**config.mk**
```make
export PLATFORM = sky130hd
export DESIGN_NAME = pipe_hazard_ctrl
export DESIGN_NICKNAME = d
export VERILOG_FILES = /design/src/rtl/pipe_hazard_ctrl.sv
export SDC_FILE = /design/constraint.sdc
export NUM_CORES = 1
export LEC_CHECK = 0
export ABC_CLOCK_PERIOD_IN_PS = 8000
export CORE_ASPECT_RATIO = 0.8
export CORE_MARGIN = 2
export CORE_UTILIZATION = 48
export CTS_BUF_LIST = sky130_fd_sc_hd__clkbuf_8 sky130_fd_sc_hd__clkbuf_16
export DETAILED_ROUTE_END_ITERATION = 10
export PLACE_DENSITY = 0.94
export SLEW_MARGIN = 5
export SYNTH_ARGS = -nofsm -noshare
export SYNTH_HDL_FRONTEND = slang
export SYNTH_SLANG_ARGS = --single-unit
```
**constraint.sdc**
```tcl
create_clock -name CLK -period 8 [get_ports CLK]
set_clock_uncertainty 0.1 [all_clocks]
set_input_delay 1.6 -clock CLK [delete_from_list [all_inputs] [get_ports CLK]]
set_output_delay 1.6 -clock CLK [all_outputs]
set_load 0.01 [all_outputs]
```
**src/rtl/pipe_hazard_ctrl.sv**
```systemverilog
`default_nettype none
// ============================================================================
// Module  : pipe_hazard_ctrl
// Brief   : Hazard/flush controller for the 5-stage RV32I pipeline.
// Revision: 1.0 - initial release
// ============================================================================
module pipe_hazard_ctrl #(
  parameter int FLUSH_CYCLES = 1,
  parameter int CNT_W        = 16,
  parameter int MEM_TIMEOUT  = 255
) (
  input  logic              CLK,
  input  logic              RST,
  input  logic              dec_valid,
  input  logic [4:0]        dec_rs1,
  input  logic [4:0]        dec_rs2,
  input  logic              dec_use_rs1,
  input  logic              dec_use_rs2,
  input  logic              ex_valid,
  input  logic [4:0]        ex_rd,
  input  logic              ex_is_load,
  input  logic              mem_req,
  input  logic              mem_ready,
  input  logic              br_resolve,
  input  logic              br_mispredict,
  input  logic [12:0]       br_target,
  input  logic              hit_predict,
  output logic              stall,
  output logic              stall_all,
  output logic              fail_predict,
  output logic              hit_flush,
  output logic              ex_bubble,
  output logic              redirect_valid,
  output logic [12:0]       redirect_pc,
  output logic [1:0]        state,
  output logic [CNT_W-1:0]  stall_cnt,
  output logic [CNT_W-1:0]  mispred_cnt,
  output logic              mem_timeout
);

  localparam int              c_WAIT_W     = $clog2(MEM_TIMEOUT + 1) + 1;
  localparam logic [c_WAIT_W-1:0] c_WAIT_MAX   = c_WAIT_W'(MEM_TIMEOUT);
  localparam logic [c_WAIT_W-1:0] c_WAIT_LAST  = c_WAIT_W'(MEM_TIMEOUT - 1);
  localparam logic [1:0]      c_FLUSH_INIT = 2'(FLUSH_CYCLES);

  typedef enum logic [1:0] {
    ST_RUN     = 2'b00,
    ST_MEMWAIT = 2'b01,
    ST_FLUSH   = 2'b10
  } state_t;

  state_t                r_state, w_state_nxt;
  logic [1:0]            r_flush_cnt, w_flush_nxt;
  logic [c_WAIT_W-1:0]   r_wait_cnt;
  logic [CNT_W-1:0]      r_stall_cnt, r_mispred_cnt;
  logic                  r_mem_timeout;

  logic w_lu, w_mp, w_mw;
  logic w_stall, w_stall_all, w_fail, w_bubble, w_redirect;

  assign w_lu = dec_valid & ex_valid & ex_is_load & (ex_rd != 5'd0) &
                ((dec_use_rs1 & (dec_rs1 == ex_rd)) | (dec_use_rs2 & (dec_rs2 == ex_rd)));
  assign w_mp = br_resolve & br_mispredict & (r_state == ST_RUN);
  assign w_mw = mem_req & ~mem_ready;

  always_comb begin
    w_stall     = 1'b0;
    w_stall_all = 1'b0;
    w_fail      = 1'b0;
    w_bubble    = 1'b0;
    w_redirect  = 1'b0;
    w_state_nxt = r_state;
    w_flush_nxt = r_flush_cnt;
    if (!RST) begin
      case (r_state)
        ST_RUN: begin
          if (w_mw) begin
            w_stall     = 1'b1;
            w_stall_all = 1'b1;
            w_state_nxt = ST_MEMWAIT;
          end else if (w_mp) begin
            w_fail     = 1'b1;
            w_redirect = 1'b1;
            if (c_FLUSH_INIT != 2'd0) begin
              w_state_nxt = ST_FLUSH;
              w_flush_nxt = c_FLUSH_INIT;
            end
          end else if (w_lu) begin
            w_stall  = 1'b1;
            w_bubble = 1'b1;
          end
        end
        ST_MEMWAIT: begin
          // Dropping mem_req without ready releases the wait the same way as ready.
          if (w_mw) begin
            w_stall     = 1'b1;
            w_stall_all = 1'b1;
          end else begin
            w_state_nxt = ST_RUN;
          end
        end
        ST_FLUSH: begin
          if (w_mw) begin
            w_stall     = 1'b1;
            w_stall_all = 1'b1;
            w_state_nxt = ST_MEMWAIT;
            w_flush_nxt = 2'd0;
          end else begin
            w_fail = 1'b1;
            if (r_flush_cnt <= 2'd1) begin
              w_state_nxt = ST_RUN;
              w_flush_nxt = 2'd0;
            end else begin
              w_flush_nxt = r_flush_cnt - 2'd1;
            end
          end
        end
        default: begin
          w_state_nxt = ST_RUN;
          w_flush_nxt = 2'd0;
        end
      endcase
    end
  end

  always_ff @(posedge CLK or posedge RST) begin
    if (RST) begin
      r_state       <= ST_RUN;
      r_flush_cnt   <= 2'd0;
      r_wait_cnt    <= '0;
      r_stall_cnt   <= '0;
      r_mispred_cnt <= '0;
      r_mem_timeout <= 1'b0;
    end else begin
      r_state     <= w_state_nxt;
      r_flush_cnt <= w_flush_nxt;
      if (w_mw) begin
        if (r_wait_cnt != c_WAIT_MAX) r_wait_cnt <= r_wait_cnt + 1'b1;
        if (r_wait_cnt >= c_WAIT_LAST) r_mem_timeout <= 1'b1;
      end else begin
        r_wait_cnt <= '0;
      end
      if (w_stall && (r_stall_cnt != {CNT_W{1'b1}}))
        r_stall_cnt <= r_stall_cnt + 1'b1;
      if (w_redirect && (r_mispred_cnt != {CNT_W{1'b1}}))
        r_mispred_cnt <= r_mispred_cnt + 1'b1;
    end
  end

  assign stall          = w_stall;
  assign stall_all      = w_stall_all;
  assign fail_predict   = w_fail;
  assign ex_bubble      = w_bubble;
  assign redirect_valid = w_redirect;
  assign redirect_pc    = w_redirect ? br_target : 13'd0;
  assign hit_flush      = hit_predict & ~RST & ~w_stall & ~w_fail;
  assign state          = r_state;
  assign stall_cnt      = r_stall_cnt;
  assign mispred_cnt    = r_mispred_cnt;
  assign mem_timeout    = r_mem_timeout;

endmodule
`default_nettype wire
```
==> Word-level counts from Yosys, hierarchy flattened <==
Cells that the tools add are included.
{ "classes": {"reduce_logical": 9, "n_mul": 0, "div_mod_pow": 0, "n_addsub": 4, "mux": 32, "bitwise": 18, "n_eq_ne": 13, "magnitude_cmp": 2, "shift": 0} }
{ "op_table": {"columns": ["operator", "count"], "rows": [
  ["$add A16 B1 Y16 const B", 2],
  ["$ne A16 B16 Y1 const B", 2],
  ["$mux W2", 9],
  ["$mux W9", 2],
  ["$mux W1", 16],
  ["$mux W13", 1],
  ["$and A1 B1 Y1", 12],
  ["$pmux W2 S3", 2],
  ["$eq A5 B5 Y1", 2],
  ["$add A9 B1 Y9 const B", 1],
  ["$ge A9 B8 Y1 const B", 1],
  ["$ne A9 B8 Y1 const B", 1],
  ["$reduce_and A4 Y1", 2],
  ["$ne A2 B2 Y1 const B", 3],
  ["$ne A3 B3 Y1 const B", 2],
  ["$not A1 Y1", 5],
  ["$reduce_bool A5 Y1", 1],
  ["$pmux W1 S2", 2],
  ["$reduce_or A3 Y1", 1],
  ["$eq A2 B1 Y1 const B", 1],
  ["$eq A2 B2 Y1 const B", 1],
  ["$le A2 B1 Y1 const B", 1],
  ["$logic_and A1 B1 Y1", 2],
  ["$logic_not A2 Y1", 1],
  ["other kinds (5)", 5]
]} }
{ "word_totals": {"inputBits": 40, "memories": 0, "elab_cells": 84, "out_inout_bits": 54, "mem_bits_ro": 0, "ramBits": 0, "latch_bits": 0, "register_bits": 46} }

==> Depth between registers and ports, before layout <==
Gate-level depths: netlist of run 1.
{ "depth": {"ltp_word": 12, "ltp_mapped": 10} }

==> Worst setup path before layout of run 1 <==
OpenSTA, ideal clock, no wires.
{ "synth_timing": {"path_kind": "in2out", "startpoint": "input RST", "endpoint": "output hit_flush", "path_slack_ps": 2904, "n_path_buf": 1, "cell_stages": 5, "t_arrival_ps": 3396, "required_time_ps": 6300, "path_cell_list": "clkbuf_1 inv_1 nand3_1 nand2_1 nor4b_1"} }
{ "synth_between": {"elab_cells_between_ends": 8, "cone_classes": "mux (2); bitwise (6)"} }
{ "synth_rtl": {"columns": ["element", "line_no", "source"], "rows": [
  ["start: declaration", "13", "input logic RST,"],
  ["$mux W1", "74", "if (!RST) begin"],
  ["via fail_predict", "30", "output logic fail_predict,"],
  ["$not A1 Y1", "156", "assign hit_flush = hit_predict & ~RST & ~w_stall & ~w_fail;"],
  ["$and A1 B1 Y1", "156", null],
  ["end: declaration", "31", "output logic hit_flush,"]
]} }
The timed path passes the listed nets, and every way through them passes these cells.

==> Worst setup path after layout of run 1 <==
{ "layout_timing": {"startpoint": "input mem_ready", "endpoint": "output redirect_pc[11]"} }
{ "layout_between": {"elab_chain_len": 6} }
{ "layout_rtl": {"columns": ["element", "line_no", "source"], "rows": [
  ["start: declaration", "23", "input logic mem_ready,"],
  ["$not A1 Y1", "64", "assign w_mw = mem_req & ~mem_ready;"],
  ["$and A1 B1 Y1", "64", null],
  ["$mux W1", "77", "if (w_mw) begin"],
  ["$mux W1", "75", "case (r_state)"],
  ["$mux W1", "74", null],
  ["$mux W13", "155", "assign redirect_pc = w_redirect ? br_target : 13'd0;"],
  ["end: declaration", "34", "output logic [12:0] redirect_pc,"]
]} }
No other way between the ends.

==> key figures, run 1 <==
Global routing
  – Initial antenna violation count: 0
  – Vias in the first global route: 2246
  – Wire length of the first global-routing pass: around 11000 um
  – Largest net degree at the start of global routing: 48
  – Total GRT Usage: 22.0%
  – GR Overflow Total: 0

Hold path
  – Hold crit path type: register to register
  – Hold Startpoint: mem_timeout
  – WHS Endpoint: mem_timeout
  – Hold path cells: 1

Power and ir drop
  – Static Leak: 1.55 nW
  – Switching part of the total: 30.5%
  – P_sw: 0.199 mW
  – Int Pwr: between 0.4 and 0.5 mW
  – Clock share of power: 25.5%
  – Power share of the sequential group: 44.9%
  – Max VDD drop: ~0.14 mV
  – Power Dens Cells: between 150 and 200 nW/um^2
  – Design Power: 0.652 mW
  – Combinational Power Share: 29.6%

Logic synthesis
  – Most common cell in the synthesized netlist: dfrtp_1
  – Ys flop type: dfrtp_1
  – Synth unique cells: 45
  – Synth Register Bits: 46
  – Post-Syn Nets: 320
  – Area share of the largest cell type after synthesis: 44.4%
  – Top cells by count, synth: dfrtp_1, xnor2_1, nor2_1, nand2_1, nand3_1
  – Sequential share of the synthesized area: between 40% and 50%
  – Ranking of synthesized cells by area: dfrtp_1, xnor2_1, ha_1
  – Post-synth EDFFs: 0
  – Yosys warnings: 0
  – Synth area leader: dfrtp_1
  – Cell Area, Synth: 2590 um^2
  – Syn_area_per_cell: approximately 9.6 um^2
  – Async S/R FF share, synth: 100%
  – Syn Inst Count: 270

STA
  – Final WS setup: 2.11 ns
  – Fmax: 0.170 GHz
  – Fin crit share: 73.6%
  – Worst hold slack: 0.377 ns
  – Unrepaired setup endpoints after global routing: false
  – Min Tclk post-route: 5.89 ns
  – Final Hold Viols: 0
  – Worst-margin pin slew: 0.782 ns
  – Final TNS setup: 0 ns
  – Final max-slew violation count: 0
  – Slew HR: 47.8%
  – Final setup violation count: 0

Worst setup path
  – Critical Path RT: 6.30 ns
  – Reg2reg start: state[1]
  – Setup crit end kind: primary output
  – Startpoint Class: input pin
  – CP Max Fanout: 16
  – Flop2flop setup slack: 5.36 ns
  – WS Path Type: input pin to primary output
  – Worst R2R Path Depth: 6
  – R2r endpoint: stall_cnt[1]
  – Critical path origin: mem_ready
  – Critical Path AT: 4.19 ns

Clocking
  – CTS Buf Count: 5
  – Skew-Pair Late Insertion Delay: 0.30 ns
  – Max H-tree Level: 2
  – Clk slew on worst S/H paths: 0.08 ns
  – CTS Buffer Depth: 2
  – Root Buffer: clkbuf_8
  – Cts-stage hold buffer count: 0
  – PostCTS Resize Cnt: 0
  – Sink Count: 46
  – CTS tree: yes
  – # Post-CTS Setup Buffers: 0

Floorplanning
  – Cell Rows: 23
  – Io pins: 94
  – Die ar.: approximately 6000 um^2
  – Die Y: 69.7 um
  – Starting density of the core: 50.8%
  – Core ar.: 5090 um^2
  – Die X: 86.1 um

Route
  – # DRC: 0
  – Post-DRT Antenna Nets: 0
  – Per-cell routed wire length: 15.0 um
  – Vias per Instance: about 5.4
  – DRT iter0 DRCs: around 120
  – DRT Pass-1 Iters: 4
  – Final wirelength: about 6400 um
  – Vias: 2285

Placement
  – Setup WS pre-CTS: 2.14 ns
  – Final HPWL DP: between 4000 and 5000 um
  – PortBufs: 93
  – Placed cells: about 420
  – Final Wtd Congestion: approximately 0.86
  – DP Area: between 3000 and 4000 um^2

Layout
  – ANT cells: 0
  – Fraction of layout cells with a size suffix above 1: 5.49%
  – Final #Nets: between 400 and 500
  – Post-Route Utilization: 72.1%
  – Post-route cell area: roughly 3700 um^2
  – Fillers: about 360
  – Area grow syn2layout: 41.8%
  – Post-route insts no fill: 426

Job
  – Maximum capacitance violations: 0

Outcome
  – Status: finished, final reports clean
power groups by stage:
| stage | clock network, mW | logic (mW) | registers [mW] |
|---|---|---|---|
| after floorplan | 0 | 0.0853 | 0.300 |
| after global placement | 0 | 0.184 | 0.295 |
| after detailed placement | 0 | 0.194 | 0.296 |
| after CTS | 0.168 | 0.195 | 0.293 |
| after global routing | 0.178 | 0.211 | 0.298 |
| final | 0.166 | 0.193 | 0.293 |
flip-flops by register name, indices dropped and copies added, names as in the netlist:
signal and count:
mem_timeout 1, mispred_cnt 16, r_flush_cnt 2, r_wait_cnt 9, stall_cnt 16, state 2
worst max-delay path: stages:
cell	delay (ns)
clkdlybuf4s50_1	0.47
nand2b_1	0.51
nand2_1	0.18
or3_1	0.49
inv_2	0.23
and2_1	0.17
clkdlybuf4s50_1	0.53
routing by layer:
layer | track usage (%) | part of all wire (%)
met1 | 29.4 | 45
met5 | 0 | 0
met4 | 7.76 | 1.6
met2 | 35.3 | 48
met3 | 4.76 | 5.0
worst max-delay path by stage:
stage	to	depth (start not counted)
2_1_floorplan	hit_flush	5
3_3_place_gp	redirect_pc[8]	7
3_5_place_dp	redirect_pc[11]	7
4_1_cts	redirect_pc[11]	7
5_1_grt	redirect_pc[7]	7
6_report	redirect_pc[11]	7
layout by cell type (no fill, tap or decap), types with 2 or more instances in the layout:
master	instances
dfrtp_1	46
and4_1	2
clkbuf_8	5
and3_1	6
xor2_1	13
nand2_1	24
mux2_2	2
ha_1	10
a21oi_1	6
nor4_2	2
xnor2_1	31
inv_1	9
nand3_1	23
nor3_1	7
and2_1	14
nand2b_1	2
nand4_1	10
a31oi_1	2
o21ai_0	4
clkdlybuf4s50_1	93
nor2_1	27
kinds of logic (layout without fill, tap and decap cells):
| group | count (synthesis) | count (layout) | synth area share (%) |
|---|---|---|---|
| compound gates | 22 | 22 | 5.56 |
| xor+xnor | 44 | 44 | 14.9 |
| fa+ha+maj | 10 | 10 | 4.83 |
| buf+inv | 17 | 111 | 2.85 |
| flops | 46 | 46 | 44.4 |
| mux | 2 | 2 | 0.870 |
| simple gates | 129 | 129 | 26.6 |
final cells by class:
type	instances	area [um^2]	area share, %
Clock buffer	5	68.8	1.87
Clock inverter	3	37.5	1.02
Inverter	9	33.8	0.920
Multi-Input combinational cell	207	1370	37.2
Sequential cell	46	1150	31.3
Tap cell	62	77.6	2.11
Timing Repair Buffer	94	938	25.6
(Power assumes the default switching activity.)
==> inputs of run 2 (changes only) <==
- ABC_CLOCK_PERIOD_IN_PS: 8000 -> 5710
- CORE_UTILIZATION: 48 -> 45
- PLACE_DENSITY: 0.94 -> 0.9
- clock period: 8 -> 5.71 ns (I/O delays scaled with it)
==> run 2 against run 1 <==
Net effect: critical path depth up 1; cell count grew 4.0%; via count shrank 0.39%; core utilization fell by 4.1 points; register-to-register slack worse by 2.2 ns; sequential share of layout area shrank 0.54 points; combinational power grew 40%; critical endpoint is now redirect_pc[6]; largest cell class unchanged.
==> key figures, run 2 (synthesis gave the netlist of run 1 again) <==
Route
  – DRT iter0 DRCs: 157
  – DRT Pass-1 Iters: 4
  – Final wirelength: 6160 um
  – Vias: between 2000 and 2500
  – Vias per Instance: 5.14
  – Post-DRT Antenna Nets: 0
  – Per-cell routed wire length: 13.9 um
  – # DRC: 0

STA
  – Worst-margin pin slew: 0.776 ns
  – Slew HR: 48.2%
  – Worst hold slack: 0.373 ns
  – Min Tclk post-route: 4.68 ns
  – Final max-slew violation count: 0
  – Final setup violation count: 0
  – Unrepaired setup endpoints after global routing: false
  – Fin crit share: just over 80%
  – Final TNS setup: 0 ns
  – Final Hold Viols: 0
  – Fmax: 0.214 GHz

Worst setup path
  – Critical Path AT: 3.44 ns
  – Startpoint Class: input pin
  – Setup crit end kind: primary output
  – Flop2flop setup slack: 3.14 ns
  – WS Path Type: input pin to primary output
  – Reg2reg start: state[0]
  – Worst R2R Path Depth: 6
  – CP Max Fanout: 16
  – Critical Path RT: 4.47 ns
  – R2r endpoint: stall_cnt[1]

Layout
  – Area grow syn2layout: 44.3%
  – Fraction of layout cells with a size suffix above 1: 6.30%
  – Post-route cell area: ~3700 um^2
  – ANT cells: 0
  – Post-route insts no fill: 443
  – Commonest non-fill, non-tap cell in the layout: clkdlybuf4s50_1
  – Commonest non-fill, non-tap cells in the layout: clkdlybuf4s50_1, dfrtp_1, xnor2_1
  – Fillers: 437
  – Final #Nets: between 400 and 500

Placement
  – DP Area: 3590 um^2
  – Final HPWL DP: 4790 um
  – Placed cells: 435
  – PortBufs: 93
  – Final Wtd Congestion: 0.827

Clocking
  – Sink Count: 46
  – Root Buffer: clkbuf_8
  – CTS Buffer Depth: 2
  – PostCTS Resize Cnt: 0
  – Clk slew on worst S/H paths: 0.08 ns
  – Skew-Pair Late Insertion Delay: 0.29 ns
  – CTS Buf Count: 5
  – CTS tree: yes
  – # Post-CTS Setup Buffers: 0
  – Cts-stage hold buffer count: 0
  – Max H-tree Level: 2

Floorplanning
  – Die ar.: ~6400 um^2
  – Io pins: 94
  – Core ar.: 5500 um^2
  – Cell Rows: 24
  – Starting density of the core: a little under half
  – Die X: 88.8 um
  – Die Y: 71.9 um

Global routing
  – Routing usage on met1: between 20% and 30%
  – Most Crowded Layer GR: met2
  – GR Overflow Total: 0
  – Met3 GRT Util: 5.76%
  – Largest net degree at the start of global routing: 47
  – Vias in the first global route: 2296
  – Total GRT Usage: 21.0%
  – Grt met2 use: about a third
  – Initial antenna violation count: 0
  – Wire length of the first global-routing pass: 10600 um

Job
  – Maximum capacitance violations: 0

Hold path
  – Hold Startpoint: mem_timeout
  – WHS Endpoint: mem_timeout
  – Hold path cells: 1
  – Hold crit path type: register to register

Power and ir drop
  – Max VDD drop: 0.186 mV
  – Design Power: 0.970 mW
  – Static Leak: 1.56 nW
  – Power Dens Cells: 260 nW/um^2

Outcome
  – Status: finished, final reports clean
-- run 2: final cells by class --
type	count	area (um^2)	share of cell area [%]
Multi-Input combinational cell	207	1370	36.5
Timing Repair Buffer	95	946	25.3
Tap cell	78	97.6	2.61
Sequential cell	46	1150	30.8
Clock buffer	6	82.6	2.21
Inverter	9	33.8	0.904
Clock inverter	2	60.1	1.61
-- run 2: worst max-delay path, cell delays in order --
cell	delay, ns
clkdlybuf4s50_1	0.47
nand2b_1	0.10
buf_4	0.21
nand2_1	0.11
or3_1	0.47
inv_2	0.23
and2_1	0.16
clkdlybuf4s50_1	0.54
-- run 2: worst max path at each step --
| stage | endpoint | depth (start not counted) | startpoint | slack, ns |
|---|---|---|---|---|
| after global placement | redirect_pc[8] | 8 | mem_ready | 1.11 |
| after global routing | redirect_pc[6] | 8 | mem_ready | 0.92 |
| final | redirect_pc[6] | 8 | mem_ready | 1.03 |
| after floorplan | hit_flush | 5 | RST | 1.53 |
| after detailed placement | redirect_pc[6] | 8 | mem_ready | 1.04 |
| after CTS | redirect_pc[6] | 8 | mem_ready | 1.03 |
-- run 2: metrics by stage --
step	setup WS, ns	utilization, %
CTS	1.03	68.0
global route	0.923	68.0
finish	1.03	68.0
detailed placement	1.04	65.4
global placement	1.11	65.4
floorplan	1.53	-
-- run 2: report_power, final --
| part | switching [mW] | internal, mW | total, mW |
|---|---|---|---|
| Sequential | 0.0480 | 0.360 | 0.408 |
| Clock | 0.105 | 0.187 | 0.292 |
| Combinational | 0.123 | 0.147 | 0.270 |
-- run 2: metal layers --
layer	share of wire, %	wire length (um)
met1	44	2720
met3	5.8	359
met2	49	3000
met4	1.2	74
met5	0	0
==> inputs of run 3 (changes only) <==
- ABC_CLOCK_PERIOD_IN_PS: 5710 -> 4600
- clock period: 5.71 -> 4.6 ns (I/O delays scaled with it)
==> run 3 against run 2 <==
Net effect: sequential power grew 25%; power grew 16%; largest cell class unchanged; highest routed layer unchanged; count of clock-buffer cells in the layout shrank 1; cell count grew 0.23%; worst hold slack lost 0.0021 ns.
==> key figures, run 3 (synthesis gave the netlist of run 1 again) <==
Route
  – Per-cell routed wire length: ~13 um
  – DRT iter0 DRCs: 149
  – DRT Pass-1 Iters: 4
  – Vias: around 2200
  – Post-DRT Antenna Nets: 0
  – Final wirelength: between 5000 and 6000 um
  – Vias per Instance: 5.04
  – # DRC: 0

Floorplanning
  – Core ar.: 5500 um^2
  – Die ar.: 6380 um^2
  – Die X: 88.8 um
  – Starting density of the core: 47.1%
  – Die Y: 71.9 um
  – Io pins: between 90 and 100
  – Cell Rows: 24

Global routing
  – Vias in the first global route: 2141
  – Wire length of the first global-routing pass: 9960 um
  – Initial antenna violation count: 0
  – Total GRT Usage: 19.6%
  – Largest net degree at the start of global routing: 47
  – GR Overflow Total: 0

Placement
  – Final HPWL DP: around 4600 um
  – PortBufs: 93
  – Final Wtd Congestion: 0.884
  – Placed cells: roughly 440
  – Setup WS pre-CTS: 0.482 ns

Power and ir drop
  – P_sw: 0.342 mW
  – Combinational Power Share: a little under 30%
  – Static Leak: 1.55 nW
  – Max VDD drop: 0.208 mV
  – Switching part of the total: 30.2%
  – Design Power: 1.13 mW
  – Power share of the sequential group: 44.9%
  – Clock share of power: about a quarter
  – Int Pwr: 0.788 mW
  – Power Dens Cells: between 300 and 400 nW/um^2

Clocking
  – CTS tree: yes
  – CTS Buffer Depth: 2
  – Root Buffer: clkbuf_8
  – # Post-CTS Setup Buffers: 0
  – CTS Buf Count: 5
  – Cts-stage hold buffer count: 0
  – Sink Count: 46
  – PostCTS Resize Cnt: 0
  – Max H-tree Level: 2
  – Clk slew on worst S/H paths: around 0.08 ns
  – Skew-Pair Late Insertion Delay: 0.29 ns

Layout
  – Fillers: 420
  – Post-route insts no fill: 444
  – Final #Nets: 415
  – Commonest non-fill, non-tap cells in the layout: clkdlybuf4s50_1, dfrtp_1, xnor2_1
  – ANT cells: 0
  – Fraction of layout cells with a size suffix above 1: 6.01%
  – Commonest non-fill, non-tap cell in the layout: clkdlybuf4s50_1
  – Area grow syn2layout: 43.1%

STA
  – Min Tclk post-route: 4.12 ns
  – Fmax: 0.243 GHz
  – Final Hold Viols: 0
  – Final max-slew violation count: 0
  – Final setup violation count: 0
  – Slew HR: 50.6%
  – Unrepaired setup endpoints after global routing: false
  – Fin crit share: 89.6%
  – Final TNS setup: 0 ns
  – Final WS setup: between 0.4 and 0.5 ns
  – Worst-margin pin slew: 0.740 ns

Worst setup path
  – Reg2reg start: state[1]
  – Startpoint Class: input pin
  – Critical Path RT: 3.58 ns
  – Critical path destination: hit_flush
  – Flop2flop setup slack: 2.01 ns
  – CP dominant cell by count: clkdlybuf4s50_1
  – Critical Path AT: 3.10 ns
  – Cell Chain, Critical Path: clkdlybuf4s50_1, xnor2_1, nand4_1, o22ai_1, a21oi_1, nor2_1, nor4b_1, clkdlybuf4s50_1
  – Critical path origin: ex_rd[4]
  – CP Max Fanout: 4
  – WS Path Type: input pin to primary output
  – Worst R2R Path Depth: 6
  – Setup crit end kind: primary output
  – CP max stage delay: between 0.5 and 0.6 ns
  – R2r endpoint: stall_cnt[1]
  – Slowest CP cell: clkdlybuf4s50_1

Outcome
  – Status: finished, final reports clean

Hold path
  – Hold path cells: 1
  – Hold crit path type: register to register

Job
  – Maximum capacitance violations: 0
==> run 3: worst min path at each step <==
| stage | startpoint | to | slack (ns) |
|---|---|---|---|
| after global placement | mem_timeout | mem_timeout | 0.35 |
| after detailed placement | mem_timeout | mem_timeout | 0.36 |
| final | mem_timeout | mem_timeout | 0.37 |
| after floorplan | r_wait_cnt[8] | r_wait_cnt[8] | 0.38 |
| after global routing | mem_timeout | mem_timeout | 0.39 |
| after CTS | mem_timeout | mem_timeout | 0.38 |
==> run 3: metal layers <==
metal	vias up	track usage [%]	routed length (um)
li1	1109	-	-
met5	-	0	0
met4	0	4.38	43
met2	76	31.5	2880
met1	1050	27.2	2680
met3	4	4.61	389
==> run 3: layout make-up <==
| type | count | area (um^2) | area share, % |
|---|---|---|---|
| inverters | 9 | 33.8 | 0.911 |
| multi-input cells | 207 | 1370 | 36.8 |
| flip-flops and latches | 46 | 1150 | 31.0 |
| repair buffers | 96 | 953 | 25.7 |
| clock buffers | 5 | 68.8 | 1.86 |
| well taps | 78 | 97.6 | 2.63 |
| clock inverters | 3 | 37.5 | 1.01 |
==> run 3: power groups by stage <==
stage | combinational [mW] | clock (mW) | sequential (mW)
after floorplan | 0.148 | 0 | 0.521
after global placement | 0.324 | 0 | 0.513
after detailed placement | 0.337 | 0 | 0.515
after CTS | 0.341 | 0.293 | 0.509
after global routing | 0.371 | 0.311 | 0.518
final | 0.336 | 0.285 | 0.508
==> run 3: per-stage QoR <==
step	hold WS, ns	area (um^2)	util [%]
6_report	0.370	3710	67.5
5_1_grt	0.393	3710	67.5
4_1_cts	0.378	3710	67.5
3_5_place_dp	0.358	3600	65.5
3_3_place_gp	0.355	3600	65.5
2_1_floorplan	0.384	2590	-
==> run 3: critical path: cells and delay by family <==
family	cells	cell delay (ns)
buf+inv	2	1.14
xor+xnor	1	0.10
simple gates	3	0.53
compound gates	2	0.41
